<file path="config.mk">
export PLATFORM = sky130hd
export DESIGN_NAME = alu_req_queue
export DESIGN_NICKNAME = d
export VERILOG_FILES = /design/src/rtl/alu_req_queue.sv
export SDC_FILE = /design/constraint.sdc
export NUM_CORES = 1
export LEC_CHECK = 0
export CAP_MARGIN = 30
export CORE_ASPECT_RATIO = 0.75
export CORE_MARGIN = 8
export CORE_UTILIZATION = 50
export DETAILED_ROUTE_END_ITERATION = 12
export PLACE_DENSITY = 0.75
export SKIP_CTS_REPAIR_TIMING = 1
export SLEW_MARGIN = 10
export SYNTH_ARGS = -nofsm -noshare
export SYNTH_HDL_FRONTEND = slang
export SYNTH_SLANG_ARGS = --single-unit
</file>
<file path="constraint.sdc">
create_clock -name clk_i -period 3.7 [get_ports clk_i]
set_input_delay 0.37 -clock clk_i [delete_from_list [all_inputs] [get_ports clk_i]]
set_output_delay 0.37 -clock clk_i [all_outputs]
set_load 0.01 [all_outputs]
</file>
<file path="src/rtl/alu_req_queue.sv">
// alu_req_queue: opcode-screening request FIFO in front of the ALU with registered head outputs
module alu_req_queue #(
    parameter int DWIDTH = 32,
    parameter int DEPTH  = 4
) (
    input  logic                       clk_i,
    input  logic                       rst_ni,
    input  logic                       flush_i,
    input  logic                       in_valid_i,
    output logic                       in_ready_o,
    input  logic [3:0]                 in_op_i,
    input  logic [DWIDTH-1:0]          in_a_i,
    input  logic [DWIDTH-1:0]          in_b_i,
    output logic                       out_valid_o,
    input  logic                       out_ready_i,
    output logic [3:0]                 out_op_o,
    output logic [DWIDTH-1:0]          out_a_o,
    output logic [DWIDTH-1:0]          out_b_o,
    output logic [$clog2(DEPTH):0]     count_o,
    output logic                       illegal_o,
    output logic [7:0]                 illegal_cnt_o
);
    localparam int PW = $clog2(DEPTH);
    localparam int CW = PW + 1;

    logic [3:0]        op_q [DEPTH];
    logic [DWIDTH-1:0] a_q  [DEPTH];
    logic [DWIDTH-1:0] b_q  [DEPTH];
    logic [PW-1:0]     wptr, rptr, wptr_n, rptr_n;
    logic [CW-1:0]     count_n;
    logic              push, legal, wr, pop, head_in;

    assign push    = in_valid_i && in_ready_o && !flush_i;
    assign legal   = in_op_i < 4'd10;
    assign wr      = push && legal;
    assign pop     = out_valid_o && out_ready_i && !flush_i;
    assign head_in = wr && (rptr_n == wptr);

    // Next-state pointers and occupancy; a flush realigns the read pointer onto the write pointer
    always_comb begin
        wptr_n  = wr ? wptr + PW'(1) : wptr;
        rptr_n  = flush_i ? wptr : (pop ? rptr + PW'(1) : rptr);
        count_n = flush_i ? '0 : count_o + CW'(wr) - CW'(pop);
    end

    // Storage array; written only by legal pushes, so it needs no reset
    always_ff @(posedge clk_i) begin
        if (wr) begin
            op_q[wptr] <= in_op_i;
            a_q[wptr]  <= in_a_i;
            b_q[wptr]  <= in_b_i;
        end
    end

    // Control state plus the registered head entry, taken from the incoming request when it becomes the head
    always_ff @(posedge clk_i or negedge rst_ni) begin
        if (!rst_ni) begin
            wptr          <= '0;
            rptr          <= '0;
            count_o       <= '0;
            in_ready_o    <= 1'b1;
            out_valid_o   <= 1'b0;
            out_op_o      <= 4'd0;
            out_a_o       <= '0;
            out_b_o       <= '0;
            illegal_o     <= 1'b0;
            illegal_cnt_o <= '0;
        end else begin
            wptr          <= wptr_n;
            rptr          <= rptr_n;
            count_o       <= count_n;
            in_ready_o    <= count_n != CW'(DEPTH);
            out_valid_o   <= count_n != '0;
            out_op_o      <= (count_n == '0) ? out_op_o : (head_in ? in_op_i : op_q[rptr_n]);
            out_a_o       <= (count_n == '0) ? out_a_o  : (head_in ? in_a_i  : a_q[rptr_n]);
            out_b_o       <= (count_n == '0) ? out_b_o  : (head_in ? in_b_i  : b_q[rptr_n]);
            illegal_o     <= push && !legal;
            illegal_cnt_o <= (push && !legal && illegal_cnt_o != 8'hFF) ? illegal_cnt_o + 8'd1 : illegal_cnt_o;
        end
    end
endmodule

</file>
==> metrics.md <==
| Metric | Value |
|---|---|
| Status | `finished, final reports clean` |
| Port buffer count | `154` |
| Routed vias | `7120` |
| Final worst-path cycle share | `93.5%` |
| Syn Inst Count | `677` |
| Crit Path Max Fanout | `30` |
| Die X | `207 um` |
| Final count of hold timing violations | `0` |
| Worst slew pin tran | `0.645 ns` |
| Chip Height | `160 um` |
| H-tree Lvls | `2` |
| Grt total ovfl | `0` |
| Die area | `0.0331 sq mm` |
| ANT cells | `0` |
| Iter 0 DRT Violations | `581` |
| PD cells | `779 mW/mm^2` |
| Clk Tree Root Cell | `clkbuf_16` |
| DRT Pass-1 Iters | `5` |
| Area leader, netlist | `edfxtp_1` |
| Syn Area/Cell | `20.3 sq um` |
| Inst Count DP | `1173` |
| WL final | `28.9 mm` |
| Worst hold path class | `primary input to async pin` |
| # IOs | `155` |
| Worst Path Required | `4.07 ns` |
| P_sw | `3.77 mW` |
| Internal Power | `9.58 mW` |
| Vias in the first global route | `7592` |
| First-pass GRT wire length | `45.7 mm` |
| Max Freq | `0.289 GHz` |
| Startpoint types | `flop` |
| Synth top area cells | `edfxtp_1 (59%), dfrtp_1 (15%), mux4_2 (11%)` |
| Pins Over Slew Limit | `0` |
| Final Setup Violations | `0` |
| Share of total power in the clock network | `27.2%` |
| Largest net degree at the start of global routing | `56` |
| Fin util | `63.4%` |
| CTS tree | `built` |
| Share of synthesized registers carrying an async set or reset | `24.0%` |
| FILL cells | `1866` |
| FF+latch area | `0.0103 sq mm` |
| Placement Rows | `52` |
| Number of routed nets with antenna violations | `0` |
| Routability cong. | `0.773` |
| Clk_skew | `0.0289 ns` |
| Number of flops mapped to enable cells by yosys | `272` |
| RSZ-0062 raised after global routing | `no` |
| Share of layout cells above drive strength 1 | `19.3%` |
| GRT Util Overall | `17.6%` |
| Core area | `0.0270 sq mm` |
| VDD IR max | `0.434 mV` |
| Vias per std cell | `5.74` |
| DP HPWL | `17.3 mm` |
| Comb power frac | `32.6%` |
| WL per Instance | `23.3 um` |
| Initial core utilization | `50.8%` |
| Clk buf depth | `3` |
| Post-Layout Cell Count | `1240` |
| Post-synthesis cell area | `0.0137 sq mm` |
| Ys flop type | `edfxtp_1` |
| Switching Share | `28.2%` |
| CTS clk-pin slew, worst paths | `0.07 ns` |
| Post-synth top area share | `59.5%` |
| Syn-to-layout area delta | `24.7%` |
| Crit path time final | `3.46 ns` |
| Worst slew margin | `57.0%` |
| Inserted Clock Buffers | `36` |
| Mapped Nets | `758` |
| Worst Path Class, Setup | `flop to flop` |
| CTS Sinks | `358` |
| Sequential element share of the synthesized area | `75.2%` |
| Worst Path Arrival | `3.83 ns` |
| CP Capture Type | `flop` |
| Leak | `6.03 nW` |
| Number of max-cap violations | `0` |
| Final nets | `942` |
| Synth Warn # | `0` |
| Area of the multi-input gates | `0.00319 sq mm` |
| Initial antenna violation count | `1` |
| R2R depth | `15` |
| Sequential share of power | `40.2%` |
| DRC Markers | `0` |
| Netlist cell types | `36` |
| Synthesized flop and latch total | `358` |
| Clk_lat worst skew | `0.52 ns` |
==> metrics by stage <==
step	total power, mW	setup TNS [ns]	setup slack (ns)	hold WS, ns	cell area, sq um
after floorplan	7.98	0	0.00462	0.0744	13700
after global placement	9.73	-4.03	-0.0712	0.246	15900
after detailed placement	9.83	-10.49	-0.174	0.249	15900
after CTS	13.5	0	0.137	-0.305	17100
after global routing	14.0	0	0.0566	0.260	17100
final	13.3	0	0.242	0.255	17100
==> final cells by class <==
type                       instances  share of cell area, %
tap                              351                   2.57
multi-input combinational        269                   18.6
clock inverter                    21                   1.19
clock buffer                      45                   5.88
sequential                       358                   60.3
timing repair buffer             186                   11.2
inverter                          10                  0.219
==> cells by family after synthesis <==
group | after synthesis | share of synthesized area [%]
compound gates | 75 | 5.34
simple gates | 102 | 4.48
xor+xnor | 13 | 0.939
buf+inv | 50 | 1.89
mux | 71 | 11.4
flops | 358 | 75.2
fa+ha+maj | 8 | 0.784
==> cell usage in the layout, fill, tap and decap left out, types with 9 or more instances in the layout <==
cell,instances
clkbuf_16,38
buf_12,11
inv_1,9
xnor2_1,9
edfxtp_1,272
a221o_1,68
buf_4,21
and2_1,69
mux4_2,68
dfrtp_1,85
clkdlybuf4s50_1,153
==> worst paths after layout <==
check                                              from                      endpoint  slack, ns
hold reg to reg            illegal_cnt_o[4]$_DFFE_PN0P_  illegal_cnt_o[4]$_DFFE_PN0P_       0.51
setup / recovery                   in_ready_o$_DFF_PN1_       out_a_o[26]$_DFFE_PN0P_       0.24
max in group asynchronous                        rst_ni         out_valid_o$_DFF_PN0_       2.62
setup reg to reg                   in_ready_o$_DFF_PN1_       out_a_o[26]$_DFFE_PN0P_       0.24
min in group clk_i         illegal_cnt_o[4]$_DFFE_PN0P_  illegal_cnt_o[4]$_DFFE_PN0P_       0.51
hold / removal                                   rst_ni       out_a_o[21]$_DFFE_PN0P_       0.25
==> routing by layer <==
| layer | GRT usage [%] | share of wire, % |
|---|---|---|
| met3 | 4.58 | 7.2 |
| met4 | 3.44 | 1.2 |
| met1 | 25.2 | 46 |
| met5 | 0 | 0.045 |
| met2 | 27.0 | 45 |
==> cell usage after synthesis, types with 2 or more instances <==
cell type	number
and3_1	4
nand3_1	4
ha_1	7
xnor2_1	9
clkbuf_1	18
nor2_1	5
buf_2	15
buf_6	7
o21ai_0	2
nor2b_1	4
a221o_1	68
edfxtp_1	272
dfrtp_1	85
mux2_2	2
nand4_1	2
xor2_1	3
nand2_1	7
and2_1	69
and2_0	2
mux4_2	68
inv_1	9
==> registers in the layout (all words and copies together) (netlist names) <==
signal	cells
a_q	128
out_op_o	4
count_o	3
illegal_cnt_o	8
rptr	2
illegal_o	1
out_b_o	32
op_q	16
out_valid_o	1
b_q	128
in_ready_o	1
wptr	2
out_a_o	32
==> critical path, cell delays in order, from the launching register on <==
cell	delay, ns
dfstp_2	0.53
nand2_1	0.06
nor2_1	0.15
and2_1	0.17
inv_1	0.05
ha_1	0.27
inv_1	0.04
ha_1	0.18
fa_1	0.40
xor3_1	0.31
nor3b_2	0.16
or2_4	0.22
inv_2	0.05
and3_4	0.19
buf_12	0.17
a221o_1	0.36
==> power by group through the flow <==
stage | sequential (mW) | clock (mW) | combinational [mW]
global route | 5.43 | 3.87 | 4.71
global placement | 5.43 | 0 | 4.31
floorplan | 5.52 | 0 | 2.46
finish | 5.36 | 3.64 | 4.35
detailed placement | 5.42 | 0 | 4.41
CTS | 5.36 | 3.72 | 4.42
Power figures use the tool's default switching activity.
